File: src/rtl/theatre_cue_sequencer.sv
// theatre_cue_sequencer: operator-console side of the theatre controller.
// Takes mode cues over valid/ready and drives EN, the one-hot mode lines
// House/Music/Speaker/Play and the active-low TL/TC/TR tracker lines.
// Every mode change goes through an all-off gap, and tracker position
// changes are rate-limited by a dwell counter.
// Optional build macro THEATRE_CUE_AUTOCENTER_EN: the tracker starts at
// center on entering Speaker/Play, instead of starting at "none".
//
//   state | meaning
//   IDLE  | enabled, stored mode 0, all lines off
//   GAP   | break-before-make gap, all lines off, no cues accepted
//   DRIVE | one-hot line of the stored mode is high; tracker runs in modes 3/4
`timescale 1ns/1ps

module theatre_cue_sequencer #(
   parameter int GAP_CYC  = 4,
   parameter int HOLD_CYC = 8,
   parameter int CNT_W    = 8
) (
   input  logic       clk,
   input  logic       reset,
   input  logic       sys_en,
   input  logic       cue_valid,
   output logic       cue_ready,
   input  logic [2:0] cue_mode,
   output logic       cue_err,
   input  logic       pos_valid,
   input  logic [1:0] pos,
   output logic       EN,
   output logic       House,
   output logic       Music,
   output logic       Speaker,
   output logic       Play,
   output logic       TL,
   output logic       TC,
   output logic       TR,
   output logic       busy
);

   typedef enum logic [1:0] {S_IDLE = 2'd0, S_GAP = 2'd1, S_DRIVE = 2'd2} state_t;

   localparam logic [CNT_W-1:0] GAP_LOAD = CNT_W'(GAP_CYC - 1);
   localparam logic [CNT_W-1:0] HOLD_MAX = CNT_W'(HOLD_CYC - 1);
   localparam logic [CNT_W-1:0] CNT_ONE  = CNT_W'(1);
   localparam logic [2:0]       TRK_OFF  = 3'b111;

   state_t           r_state, w_state_nxt;
   logic             r_en;
   logic [2:0]       r_mode,    w_mode_nxt;
   logic [3:0]       r_lines,   w_lines_nxt;
   logic [2:0]       r_trk,     w_trk_nxt;
   logic [1:0]       r_pos,     w_pos_nxt;
   logic [CNT_W-1:0] r_gap_cnt, w_gap_nxt;
   logic [CNT_W-1:0] r_dwell,   w_dwell_nxt;
   logic             r_err,     w_err_nxt;

   logic w_kill, w_accept, w_legal, w_change, w_gap_done, w_trk_mode;

   // Mode code to one-hot {House, Music, Speaker, Play}
   function automatic logic [3:0] mode_lines(input logic [2:0] m);
      case (m)
         3'd1:    return 4'b1000;
         3'd2:    return 4'b0100;
         3'd3:    return 4'b0010;
         3'd4:    return 4'b0001;
         default: return 4'b0000;
      endcase
   endfunction

   // Position to active-low {TL, TC, TR}
   function automatic logic [2:0] pos_trk(input logic [1:0] p);
      case (p)
         2'd1:    return 3'b011;
         2'd2:    return 3'b101;
         2'd3:    return 3'b110;
         default: return 3'b111;
      endcase
   endfunction

   // A falling sys_en (or the enable register still low) overrides everything else
   assign w_kill     = !sys_en || !r_en;
   assign w_accept   = cue_valid && cue_ready;
   assign w_legal    = (cue_mode <= 3'd4);
   assign w_change   = w_accept && w_legal && (cue_mode != r_mode);
   assign w_gap_done = (r_state == S_GAP) && (r_gap_cnt == '0);
   assign w_trk_mode = (r_mode == 3'd3) || (r_mode == 3'd4);

   // State register
   always_ff @(posedge clk or negedge reset) begin
      if (!reset) r_state <= S_IDLE;
      else        r_state <= w_state_nxt;
   end

   // Next-state decode
   always_comb begin
      w_state_nxt = r_state;
      if (w_kill) begin
         w_state_nxt = S_IDLE;
      end else if (r_state == S_GAP) begin
         if (w_gap_done) w_state_nxt = (r_mode == 3'd0) ? S_IDLE : S_DRIVE;
      end else if (w_change) begin
         w_state_nxt = S_GAP;
      end
   end

   // Output decode: handshake flags plus next values of the registered outputs
   always_comb begin
      cue_ready   = r_en && (r_state != S_GAP);
      busy        = (r_state == S_GAP);
      w_mode_nxt  = r_mode;
      w_lines_nxt = r_lines;
      w_trk_nxt   = r_trk;
      w_pos_nxt   = r_pos;
      w_gap_nxt   = r_gap_cnt;
      w_dwell_nxt = r_dwell;
      w_err_nxt   = 1'b0;
      if (w_kill) begin
         w_mode_nxt  = 3'd0;
         w_lines_nxt = 4'b0000;
         w_trk_nxt   = TRK_OFF;
         w_pos_nxt   = 2'd0;
         w_gap_nxt   = '0;
         w_dwell_nxt = '0;
      end else if (r_state == S_GAP) begin
         if (!w_gap_done) begin
            w_gap_nxt = r_gap_cnt - CNT_ONE;
         end else begin
            w_lines_nxt = mode_lines(r_mode);
            if (w_trk_mode) begin
`ifdef THEATRE_CUE_AUTOCENTER_EN
               w_pos_nxt   = 2'd2;
               w_trk_nxt   = pos_trk(2'd2);
               w_dwell_nxt = '0;
`else
               w_pos_nxt   = 2'd0;
               w_trk_nxt   = TRK_OFF;
               w_dwell_nxt = HOLD_MAX;
`endif
            end
         end
      end else begin
         w_err_nxt = w_accept && !w_legal;
         if (w_change) begin
            w_mode_nxt  = cue_mode;
            w_lines_nxt = 4'b0000;
            w_trk_nxt   = TRK_OFF;
            w_pos_nxt   = 2'd0;
            w_gap_nxt   = GAP_LOAD;
            w_dwell_nxt = '0;
         end else if ((r_state == S_DRIVE) && w_trk_mode) begin
            if (r_dwell != HOLD_MAX) w_dwell_nxt = r_dwell + CNT_ONE;
            // an accepted cue on the same edge drops the sample
            if (!w_accept && pos_valid && (pos != r_pos) && (r_dwell == HOLD_MAX)) begin
               w_pos_nxt   = pos;
               w_trk_nxt   = pos_trk(pos);
               w_dwell_nxt = '0;
            end
         end
      end
   end

   // Registered outputs and datapath
   always_ff @(posedge clk or negedge reset) begin
      if (!reset) begin
         r_en      <= 1'b0;
         r_mode    <= 3'd0;
         r_lines   <= 4'b0000;
         r_trk     <= TRK_OFF;
         r_pos     <= 2'd0;
         r_gap_cnt <= '0;
         r_dwell   <= '0;
         r_err     <= 1'b0;
      end else begin
         r_en      <= sys_en;
         r_mode    <= w_mode_nxt;
         r_lines   <= w_lines_nxt;
         r_trk     <= w_trk_nxt;
         r_pos     <= w_pos_nxt;
         r_gap_cnt <= w_gap_nxt;
         r_dwell   <= w_dwell_nxt;
         r_err     <= w_err_nxt;
      end
   end

   assign EN                          = r_en;
   assign {House, Music, Speaker, Play} = r_lines;
   assign {TL, TC, TR}                = r_trk;
   assign cue_err                     = r_err;

endmodule

File: config.mk
export PLATFORM = sky130hd
export DESIGN_NAME = theatre_cue_sequencer
export DESIGN_NICKNAME = d
export VERILOG_FILES = /design/src/rtl/theatre_cue_sequencer.sv
export SDC_FILE = /design/constraint.sdc
export NUM_CORES = 1
export LEC_CHECK = 0
export BUFFER_PORTS_ARGS = -buffer_cell sky130_fd_sc_hd__buf_2
export CORE_AREA = 2 2 78 50
export DETAILED_ROUTE_END_ITERATION = 7
export DIE_AREA = 0 0 80 52
export GPL_TIMING_DRIVEN = 0
export HOLD_SLACK_MARGIN = 0.08
export PLACE_DENSITY = 0.79
export SYNTH_ARGS = -nofsm -noshare
export SYNTH_HDL_FRONTEND = slang
export SYNTH_SLANG_ARGS = --single-unit
File: constraint.sdc
create_clock -name clk -period 5.5 [get_ports clk]
set_clock_uncertainty 0.15 [all_clocks]
set_input_delay 1.1 -clock clk [delete_from_list [all_inputs] [get_ports clk]]
set_output_delay 1.1 -clock clk [all_outputs]
set_load 0.01 [all_outputs]
==> results of run 1 <==
-- cell usage in the layout (no fill, tap or decap), types with 2 or more instances in the layout --
cell type,instances
dfrtp_1,29
buf_2,23
o21ai_0,15
nand2_1,14
a21oi_1,12
inv_1,7
or3_1,7
nor2_1,6
a32o_1,6
xor2_1,5
nand3_1,5
or4_1,5
nor2b_1,5
o221ai_1,5
clkbuf_8,5
nor3_1,4
a21o_1,3
o31ai_1,3
a211oi_1,3
mux2_2,3
and3_1,3
ha_1,3
clkbuf_1,3
dfstp_2,3
nor3b_1,2
a31oi_1,2
nand3b_1,2
mux2i_1,2
-- worst paths after layout --
check	from	endpoint	slack, ns	cells past startpoint
setup / recovery	cue_mode[1]	r_dwell[6]	2.46	6
hold / removal	r_lines[2]	r_lines[2]	0.33	2
setup reg to reg	r_gap_cnt[0]	r_dwell[6]	2.92	7
hold reg to reg	r_lines[2]	r_lines[2]	0.33	2
max in group asynchronous	reset	r_lines[1]	4.03	1
min in group asynchronous	reset	r_pos[1]	0.72	1
-- flip-flops by register name (all words and copies together), names as in the netlist --
name       count
EN             1
r_pos          2
r_trk          3
r_state        2
r_mode         3
r_lines        4
cue_err        1
r_gap_cnt      8
r_dwell        8
-- per-layer routing --
layer  vias up  wire, microns  GRT usage [%]
li1        748              -              -
met1       757           2100           32.9
met2        53           1490           28.1
met3         4            305           5.90
met4         0             31           7.06
met5         -              0              0
-- worst max-delay path, delay by kind of cell --
kind                      cells  cell delay, ns
AOI/OAI and AO/OA             4            1.67
xor gates and xnor gates      1            0.17
buffers and inverters         1            0.13
-- report_power, final --
| group | leakage (nW) | switching, mW | internal (mW) | total, mW |
|---|---|---|---|---|
| clock network | 0.0395 | 0.0855 | 0.0899 | 0.175 |
| registers | 0.427 | 0.00921 | 0.246 | 0.255 |
| logic | 0.471 | 0.0544 | 0.0354 | 0.0897 |
-- stage by stage --
step	instances	worst slack, ns
after global placement	248	2.21
after CTS	256	2.49
after global routing	256	2.27
final	256	2.46
after detailed placement	248	2.20
after floorplan	181	2.62
-- kinds of logic (layout without fill, tap and decap cells) --
kind of cell             count (synthesis)  count (layout)  share of synthesized area, %
buffers and inverters                   12              40                          2.73
adder cells (fa/ha/maj)                  3               3                          2.10
flip-flops                              32              32                          45.1
AND/OR/NAND/NOR                         62              62                          20.0
multiplexers                             5               5                          3.01
AO/OA/AOI/OAI                           62              62                          24.6
XOR/XNOR                                 5               5                          2.45
-- cell type report --
type                            count  area, sq um
Fill cell                         322         1460
Clock buffer                        8         80.1
Timing Repair Buffer               20          100
Sequential cell                    32          805
Buffer                              4         18.8
Inverter                            8         30.0
Tap cell                           47         58.8
Multi-Input combinational cell    137          932
==> summary.txt, run 1 <==
Timing
  • Tcrit/Tclk final: 55.4%
  • Slew HR: 50.3%
  • RSZ-0062 raised after global routing: no
  • Sum Neg Setup Slack: 0 ns
  • Final setup violation count: 0
  • Max-slew violation count: 0
  • Final Hold Fails: 0
  • Fin Hold WS: 0.329 ns
  • Slew @ Worst Pin: 0.740 ns
  • Peak Freq: 0.328 GHz
  • Post-layout min period: 3.04 ns

Setup path
  • Slowest-stage cell, CP: a21boi_1
  • Worst endpoint required time: 5.52 ns
  • Worst setup EP type: flip-flop
  • CP Data Arrival Time: 3.06 ns
  • CP max FO: 8
  • Critical path type: in -> reg
  • Worst setup SP type: input pin
  • Crit-path cells: buf_2, xor2_1, o311a_1, a21boi_1, a21oi_1, a32o_1
  • Slowest stage delay, CP: 0.58 ns

Clock network
  • Depth of the CTS H-tree: 2
  • CTS sink cnt: 32
  • TritonCTS Buffers: 5
  • Postcts setup bufs: 0
  • CTS Hold Bufs: 0
  • CTS root buf: clkbuf_8
  • Worst-path clk slew: 0.06 ns
  • CTS tree: yes
  • Worst-Skew Late Latency: 0.29 ns
  • CTS max path bufs: 2
  • Post_cts resized: 0

Synthesis
  • Post-Syn Area per Cell: 9.86 sq um
  • Post-Synthesis Net Count: 194
  • Post-synth top area share: 40.6%
  • Main synth FF type: dfrtp_1
  • Cells after synthesis: 181
  • Top post-synthesis cells by area: dfrtp_1 (41%), dfstp_2 (4.4%), o21ai_0 (4.2%)
  • Asr flop ratio synth: 100%
  • Largest area contributor in the netlist: dfrtp_1
  • Ys Warns: 0
  • Post-synthesis cell type count: 50
  • Count leader, synth: dfrtp_1
  • Commonest cells post-synth: dfrtp_1 (29), o21ai_0 (15), nand2_1 (14)
  • Netlist Area Pre-Place: 1790 sq um
  • Sequential area share after synthesis: 45.1%
  • Number of flops mapped to enable cells by yosys: 0
  • #FFs+latches synth: 32

Drt
  • Routed WL per cell: 15.3 microns
  • WL final: 3920 microns
  • DRT iter0 DRCs: 125
  • Number of remaining DRC errors: 0
  • DRT antenna net count: 0
  • Pre-antenna DRT Iters: 4
  • Via/cell ratio: 6.10
  • Vias: 1562

Placement
  • Placed inst area: 1940 sq um
  • Gpl congestion: 0.871
  • DPL Wire Length: 2840 microns
  • Buffers added on ports: 20

Flow run
  • Max Cap Viol: 0

Floorplan
  • Die ar.: 4160 sq um
  • Rows: 17
  • IO Pins: 21
  • Die X: 80 microns
  • Die Span Y: 52 microns
  • Initial core utilization: 51.2%
  • Core Area: 3490 sq um

GRT
  • GRT Overall Usage: 21.3%
  • Largest net degree at the start of global routing: 33
  • Initial antenna violation count: 0
  • Remaining Overflow, GRT: 0
  • Global-route wire length before repair: 6640 microns
  • Vias in the first global route: 1435

Power and ir drop
  • Peak supply drop: 167 uV
  • Leakage power: 0.938 nW
  • Pwr Density: 257 nW/um^2
  • PnR Total Power: 0.520 mW

Final layout
  • Nets@finish: 221
  • Core Util, Final: 58.0%
  • N_diodes: 0
  • Finished layout cell area: 2020 sq um
  • Area grow syn2layout: 13.4%
  • Layout cell share with drive strength beyond 1: 20.6%

Hold path
  • Worst Hold Class: reg -> reg

Run status
  • Status: complete, no violations
Power figures use the tool's default switching activity.
==> inputs of run 2 (changes only) <==
- ABC_AREA: not set -> 1
- CORE_AREA: 2 2 78 50 -> 2 2 84 54
- DIE_AREA: 0 0 80 52 -> 0 0 86 56
- clock period: 5.5 -> 2.5 ns (I/O delays scaled with it)
==> run 2 against run 1 <==
Effect of this change: synthesized cell count grew 50%; final cell count is 36% higher; flip-flop and latch count unchanged; combinational power increased to 2.8 times the previous value; setup slack worse by 1.9 ns; critical endpoint is now busy; largest power group unchanged.
==> summary.txt, run 2 <==
Run status
  • Status: complete, no violations

Synthesis
  • Number of flops mapped to enable cells by yosys: 0 (unchanged)
  • Post-Syn Area per Cell: 7.53 sq um (-24%)
  • Sequential area share after synthesis: 39.4% (-5.6 points)
  • Cells after synthesis: 271 (+50%)
  • Post-synthesis cell type count: 29 (-42%)
  • Top post-synthesis cells by area: dfrtp_1 (36%), nand2_1 (14%), inv_1 (5.7%)
  • #FFs+latches synth: 32 (unchanged)
  • Post-Synthesis Net Count: 284 (+46%)
  • Count leader, synth: nand2_1
  • Commonest cells post-synth: nand2_1 (74), inv_1 (31), dfrtp_1 (29)
  • Post-synth top area share: 35.6% (-5.1 points)
  • Largest area contributor in the netlist: dfrtp_1
  • Asr flop ratio synth: 100% (unchanged)
  • Main synth FF type: dfrtp_1
  • Ys Warns: 0 (unchanged)
  • Netlist Area Pre-Place: 2040 sq um (+14%)

Power and ir drop
  • Combinational share of power: 19.1% (+1.8 points)
  • Sw frac: 28.9% (+0.23 points)
  • Peak supply drop: 338 uV (+100%)
  • Leakage power: 1.14 nW (+22%)
  • Pwr Density: 568 nW/um^2 (+120%)
  • Clock power frac: 37.0% (+3.3 points)
  • PnR Total Power: 1.31 mW (+150%)
  • Internal cell power: 0.934 mW (+150%)
  • Psw: 0.380 mW (+150%)
  • Sequential power share: 43.9% (-5.1 points)

Timing
  • Slew HR: 51.6% (+1.3 points)
  • Fin Hold WS: 0.120 ns (-0.209 ns)
  • Final Hold Fails: 0 (unchanged)
  • Slew @ Worst Pin: 0.726 ns (-0.0141 ns)
  • Sum Neg Setup Slack: 0 ns (unchanged)
  • Tcrit/Tclk final: 75.9%
  • Final setup violation count: 0 (unchanged)
  • Peak Freq: 0.527 GHz
  • Post-layout min period: 1.90 ns
  • Max-slew violation count: 0 (unchanged)
  • RSZ-0062 raised after global routing: no

Placement
  • Gpl congestion: 0.895 (+2.8%)
  • Buffers added on ports: 20 (unchanged)
  • DPL Wire Length: 3260 microns (+15%)

Setup path
  • CP Data Arrival Time: 1.25 ns (-1.81 ns)
  • R2r worst-path depth: 11 (+4)
  • Worst setup EP type: output port
  • Worst flop-to-flop path startpoint: r_gap_cnt[0]
  • Worst setup path start: r_state[1]
  • Worst R2R End: r_dwell[7]
  • Critical path type: reg -> out
  • Setup slack, reg-to-reg: 0.62 ns (-2.30 ns)
  • Worst endpoint required time: 1.85 ns (-3.67 ns)
  • CP max FO: 10 (+2)
  • Worst setup SP type: flip-flop

Hold path
  • Worst Hold Class: in -> async

Drt
  • Vias: 1836 (+18%)
  • DRT iter0 DRCs: 150 (+20%)
  • Number of remaining DRC errors: 0 (unchanged)
  • WL final: 4330 microns (+10%)
  • Via/cell ratio: 5.26 (-14%)
  • DRT antenna net count: 0 (unchanged)
  • Pre-antenna DRT Iters: 4 (unchanged)
  • Routed WL per cell: 12.4 microns (-19%)

Clock network
  • CTS tree: yes
  • Worst-Skew Late Latency: 0.29 ns (about the same)
  • TritonCTS Buffers: 5 (unchanged)
  • Depth of the CTS H-tree: 2 (unchanged)
  • CTS root buf: clkbuf_8
  • Postcts setup bufs: 0 (unchanged)
  • CTS sink cnt: 32 (unchanged)
  • CTS max path bufs: 2 (unchanged)
  • CTS Hold Bufs: 0 (unchanged)
  • Post_cts resized: 0 (unchanged)
  • Worst-path clk slew: 0.07 ns (about the same)

Final layout
  • Nets@finish: 311 (+41%)
  • Layout cell share with drive strength beyond 1: 19.4% (-1.2 points)
  • N_diodes: 0 (unchanged)
  • Commonest non-fill, non-tap cell in the layout: nand2_1
  • Biggest regs: r_dwell x8, r_gap_cnt x8, r_lines x4
  • Core Util, Final: 58.0% (-0.062 points)
  • Most frequent cells in the layout: nand2_1 (74), inv_1 (31), dfrtp_1 (29), nor2_1 (26), nand3_1 (21)
  • Area grow syn2layout: 13.2%

Floorplan
  • Initial core utilization: 51.2% (about the same)
  • Die X: 86 microns (+7.5%)
  • IO Pins: 21 (unchanged)
  • Die ar.: 4820 sq um (+16%)
  • Core Area: 3990 sq um (+14%)
  • Rows: 18 (+1)
  • Die Span Y: 56 microns (+7.7%)

Flow run
  • Max Cap Viol: 0 (unchanged)

GRT
  • Initial antenna violation count: 0 (unchanged)
  • Largest net degree at the start of global routing: 33 (unchanged)
  • Vias in the first global route: 1636 (+14%)
  • Remaining Overflow, GRT: 0 (unchanged)
  • GRT Overall Usage: 20.3% (-0.95 points)
  • Global-route wire length before repair: 7650 microns (+15%)
[run 2: worst max-delay path: stages, from the launching register on]
cell and delay [ns]:
dfrtp_1 0.40, inv_2 0.11, nand2_8 0.09, inv_2 0.19, buf_2 0.17
[run 2: power by group through the flow]
stage / clock network (mW) / registers (mW) / logic, mW
2_1_floorplan: 0 / 0.586 / 0.175
3_3_place_gp: 0 / 0.584 / 0.246
3_5_place_dp: 0 / 0.585 / 0.251
4_1_cts: 0.497 / 0.576 / 0.251
5_1_grt: 0.523 / 0.581 / 0.284
6_report: 0.486 / 0.577 / 0.251
[run 2: worst max-delay path by stage]
stage / end / slack (ns) / cells past startpoint
after detailed placement: r_dwell[0] / 0.58 / 9
after floorplan: r_dwell[4] / 0.86 / 11
after global routing: r_pos[0] / 0.40 / 8
after CTS: busy / 0.60 / 4
final: busy / 0.60 / 4
after global placement: r_dwell[0] / 0.62 / 9
[run 2: stage by stage]
| stage | instance area, sq um | std cells | worst slack (ns) |
|---|---|---|---|
| floorplan | 2040 | 271 | 0.863 |
| global placement | 2200 | 341 | 0.624 |
| detailed placement | 2200 | 341 | 0.578 |
| CTS | 2310 | 349 | 0.603 |
| global route | 2310 | 349 | 0.399 |
| finish | 2310 | 349 | 0.602 |
[run 2: per-layer routing]
| layer | wire (microns) | part of all wire, % | up-vias | global-route usage (%) |
|---|---|---|---|---|
| met5 | 0 | 0 | - | 0 |
| met4 | 55 | 1.3 | 0 | 6.12 |
| met3 | 327 | 7.5 | 8 | 5.19 |
| met2 | 1720 | 40 | 59 | 26.2 |
| met1 | 2230 | 51 | 834 | 32.3 |
| li1 | - | - | 935 | - |
[run 2: layout make-up]
| type | instances | area, sq um |
|---|---|---|
| Clock buffer | 6 | 72.6 |
| Inverter | 34 | 128 |
| Sequential cell | 32 | 805 |
| Fill cell | 378 | 1680 |
| Multi-Input combinational cell | 203 | 1090 |
| Timing Repair Buffer | 20 | 100 |
| Buffer | 2 | 15.0 |
| Tap cell | 50 | 62.6 |
| Clock inverter | 2 | 35.0 |
[run 2: cell families after synthesis]
logic type      count (synthesis)  synth area share [%]
flops                          32                  39.4
simple gates                  166                  41.6
xor+xnor                        7                  3.00
compound gates                 27                  7.11
buf+inv                        36                  6.99
fa+ha+maj                       3                  1.84
==> inputs of run 3 (changes only) <==
- ABC_AREA: 1 -> 0
- CORE_AREA: 2 2 84 54 -> 2 2 79 51
- DIE_AREA: 0 0 86 56 -> 0 0 81 53
- clock period: 2.5 -> 1.7 ns (I/O delays scaled with it)
==> run 3 against run 2 <==
Effect of this change: the run now ends with setup timing left; via count increased by 6.0%; critical path depth rose by 4; core utilization rose by 23 points; combinational power is 140% higher; critical endpoint is now r_dwell[2]; largest power group unchanged; flip-flop and latch count unchanged; setup slack lost 1.3 ns.
==> summary.txt, run 3 (synthesized netlist as in run 1, its figures left out) <==
Setup path
  • Critical path type: reg -> reg
  • CP Data Arrival Time: 2.40 ns (+1.15 ns)
  • Worst setup EP type: flip-flop
  • Family with the most delay on the worst path: simple AND/OR/NAND/NOR gates
  • Worst setup SP type: flip-flop
  • Crit-path cells: or4_4, buf_4, buf_6, nor3_4, a21o_1, buf_6, a211oi_1, a211oi_1
  • Worst Path Buf+Inv: 3 (unchanged)
  • Setup slack, reg-to-reg: -0.65 ns (-1.27 ns)
  • CP max FO: 3 (-7)
  • Worst endpoint required time: 1.75 ns (-0.10 ns)
  • R2r worst-path depth: 8 (-3)
  • Crit path to: r_dwell[2]
  • Worst flop-to-flop path startpoint: r_dwell[6]
  • Stages on worst setup path: 8 (+4)
  • Worst R2R End: r_dwell[2]
  • Slowest stage delay, CP: 0.54 ns (+0.14 ns)
  • Worst setup path start: r_dwell[6]
  • Slowest-stage cell, CP: or4_4

Timing
  • Sum Neg Setup Slack: -12.24 ns (-12.24 ns)
  • Setup ws final: -0.651 ns (-1.25 ns)
  • RSZ-0062 raised after global routing: yes
  • Peak Freq: 0.425 GHz
  • Fin Hold WS: 0.192 ns (+0.0718 ns)
  • Tcrit/Tclk final: 138%
  • Final setup violation count: 31 (+31)
  • Max-slew violation count: 0 (unchanged)
  • Slew @ Worst Pin: 0.725 ns (-0.00105 ns)
  • Final Hold Fails: 0 (unchanged)
  • Post-layout min period: 2.35 ns
  • Slew HR: 51.7% (+0.070 points)

Floorplan
  • Initial core utilization: 50.6% (-0.63 points)
  • Die ar.: 4290 sq um (-11%)
  • Die Span Y: 53 microns (-5.4%)
  • Core Area: 3530 sq um (-11%)
  • IO Pins: 21 (unchanged)
  • Die X: 81 microns (-5.8%)
  • Rows: 17 (-1)

Final layout
  • Biggest regs: r_dwell x8, r_gap_cnt x8, r_lines x4
  • Nets@finish: 265 (-15%)
  • Most frequent cells in the layout: buf_4 (32), dfrtp_1 (26), buf_2 (18), buf_6 (15), nand2_1 (9)
  • Area grow syn2layout: 59.4%
  • N_diodes: 0 (unchanged)
  • Commonest non-fill, non-tap cell in the layout: buf_4
  • Filler cells: 212 (-44%)
  • Layout cell share with drive strength beyond 1: 56.1% (+37 points)

GRT
  • Vias in the first global route: 1832 (+12%)
  • Global-route wire length before repair: 9160 microns (+20%)
  • Remaining Overflow, GRT: 0 (unchanged)
  • Largest net degree at the start of global routing: 33 (unchanged)
  • Initial antenna violation count: 0 (unchanged)
  • GRT Overall Usage: 29.5% (+9.2 points)

Power and ir drop
  • Pwr Density: 727 nW/um^2 (+28%)
  • Peak supply drop: 581 uV (+72%)
  • Leakage power: 1.26 nW (+10%)

Clock network
  • CTS root buf: clkbuf_8
  • Worst-Skew Late Latency: 0.29 ns (about the same)
  • TritonCTS Buffers: 5 (unchanged)
  • CTS max path bufs: 2 (unchanged)
  • CTS sink cnt: 32 (unchanged)
  • CTS tree: yes
  • Depth of the CTS H-tree: 2 (unchanged)
  • Worst-path clk slew: 0.07 ns (about the same)

Hold path
  • Hold Path Origin: pos[1]
  • Worst Hold Class: in -> reg

Drt
  • Vias: 1947 (+6.0%)
  • Pre-antenna DRT Iters: 5 (+1)
  • WL final: 6480 microns (+50%)
  • Via/cell ratio: 6.49 (+23%)
  • DRT iter0 DRCs: 244 (+63%)
  • Routed WL per cell: 21.6 microns (+74%)
  • DRT antenna net count: 0 (unchanged)
  • Number of remaining DRC errors: 0 (unchanged)

Placement
  • Buffers added on ports: 20 (unchanged)
  • DPL Wire Length: 2980 microns (-8.6%)
  • Gpl congestion: 0.846 (-5.5%)

Run status
  • Status: finished with violations
  • Failing checks: setup timing

Flow run
  • Max Cap Viol: 0 (unchanged)
## run 3: changes by cell type in the layout (fill, tap and decap cells not counted), sizes merged, moves of 5 or more
cell | previous run | this run
nor2b | 0 | 5
nor2 | 33 | 6
or4 | 0 | 5
a32o | 0 | 6
nand3 | 26 | 5
or3 | 0 | 8
inv | 34 | 8
nand2 | 84 | 14
buf | 21 | 66
nand4 | 15 | 0
a21oi | 2 | 12
o221ai | 0 | 5
## run 3: per-layer routing
metal | vias up | GRT usage, % | share of wire, %
met5 | - | 0 | 0
met4 | 0 | 9.89 | 2.3
met3 | 24 | 6.66 | 7.7
met2 | 119 | 49.3 | 47
met1 | 967 | 38.2 | 43
li1 | 837 | - | -
## run 3: worst min path at each step
stage | depth (start not counted) | end | slack (ns)
after detailed placement | 1 | r_gap_cnt[1] | 0.28
final | 3 | r_pos[1] | 0.19
after global placement | 1 | r_pos[1] | 0.28
after floorplan | 0 | EN | -0.11
after global routing | 3 | r_pos[1] | 0.20
after CTS | 3 | cue_err | 0.17
## run 3: tightest hold or removal path: cells and delay by family
kind	cells	cell delay (ns)
buffers and inverters	1	0.13
and+or+nand+nor	1	0.06
muxes	1	0.06
## run 3: power by group
part           leakage [nW]  switching (mW)  internal [mW]
Combinational         0.795           0.326          0.285
Clock                0.0455           0.291          0.330
Sequential            0.422          0.0417          0.795
Total                  1.26           0.658           1.41
## run 3: repair_timing
item / 4_1_cts / 5_1_grt
pin swaps: 20 / 14
hold buffers: 2 / 0
setup endpoints to repair: 30 / 31
gates resized for setup: 61 / 32
setup buffers: 30 / 15
cloned: 1 / 0
endpoints found under the hold margin: 30 / 0
## run 3: metrics by stage
step                utilization, %  std cells  power (mW)  instance area (sq um)  setup slack, ns
finish                        80.6        300        2.07                   2850           -0.651
global route                  80.6        300        2.13                   2850           -0.665
CTS                           74.7        288        1.93                   2640           -0.609
detailed placement            56.8        248        1.15                   2010           -0.752
global placement              56.8        248        1.15                   2010           -0.719
floorplan                        -        181        1.06                   1850           -0.572
## run 3: layout make-up
| class | instances | area [sq um] | share of cell area, % |
|---|---|---|---|
| Inverter | 8 | 37.5 | 1.32 |
| Buffer | 2 | 22.5 | 0.791 |
| Sequential cell | 32 | 808 | 28.4 |
| Timing Repair Buffer | 66 | 512 | 18.0 |
| Clock buffer | 8 | 90.1 | 3.16 |
| Multi-Input combinational cell | 137 | 1320 | 46.3 |
| Tap cell | 47 | 58.8 | 2.07 |
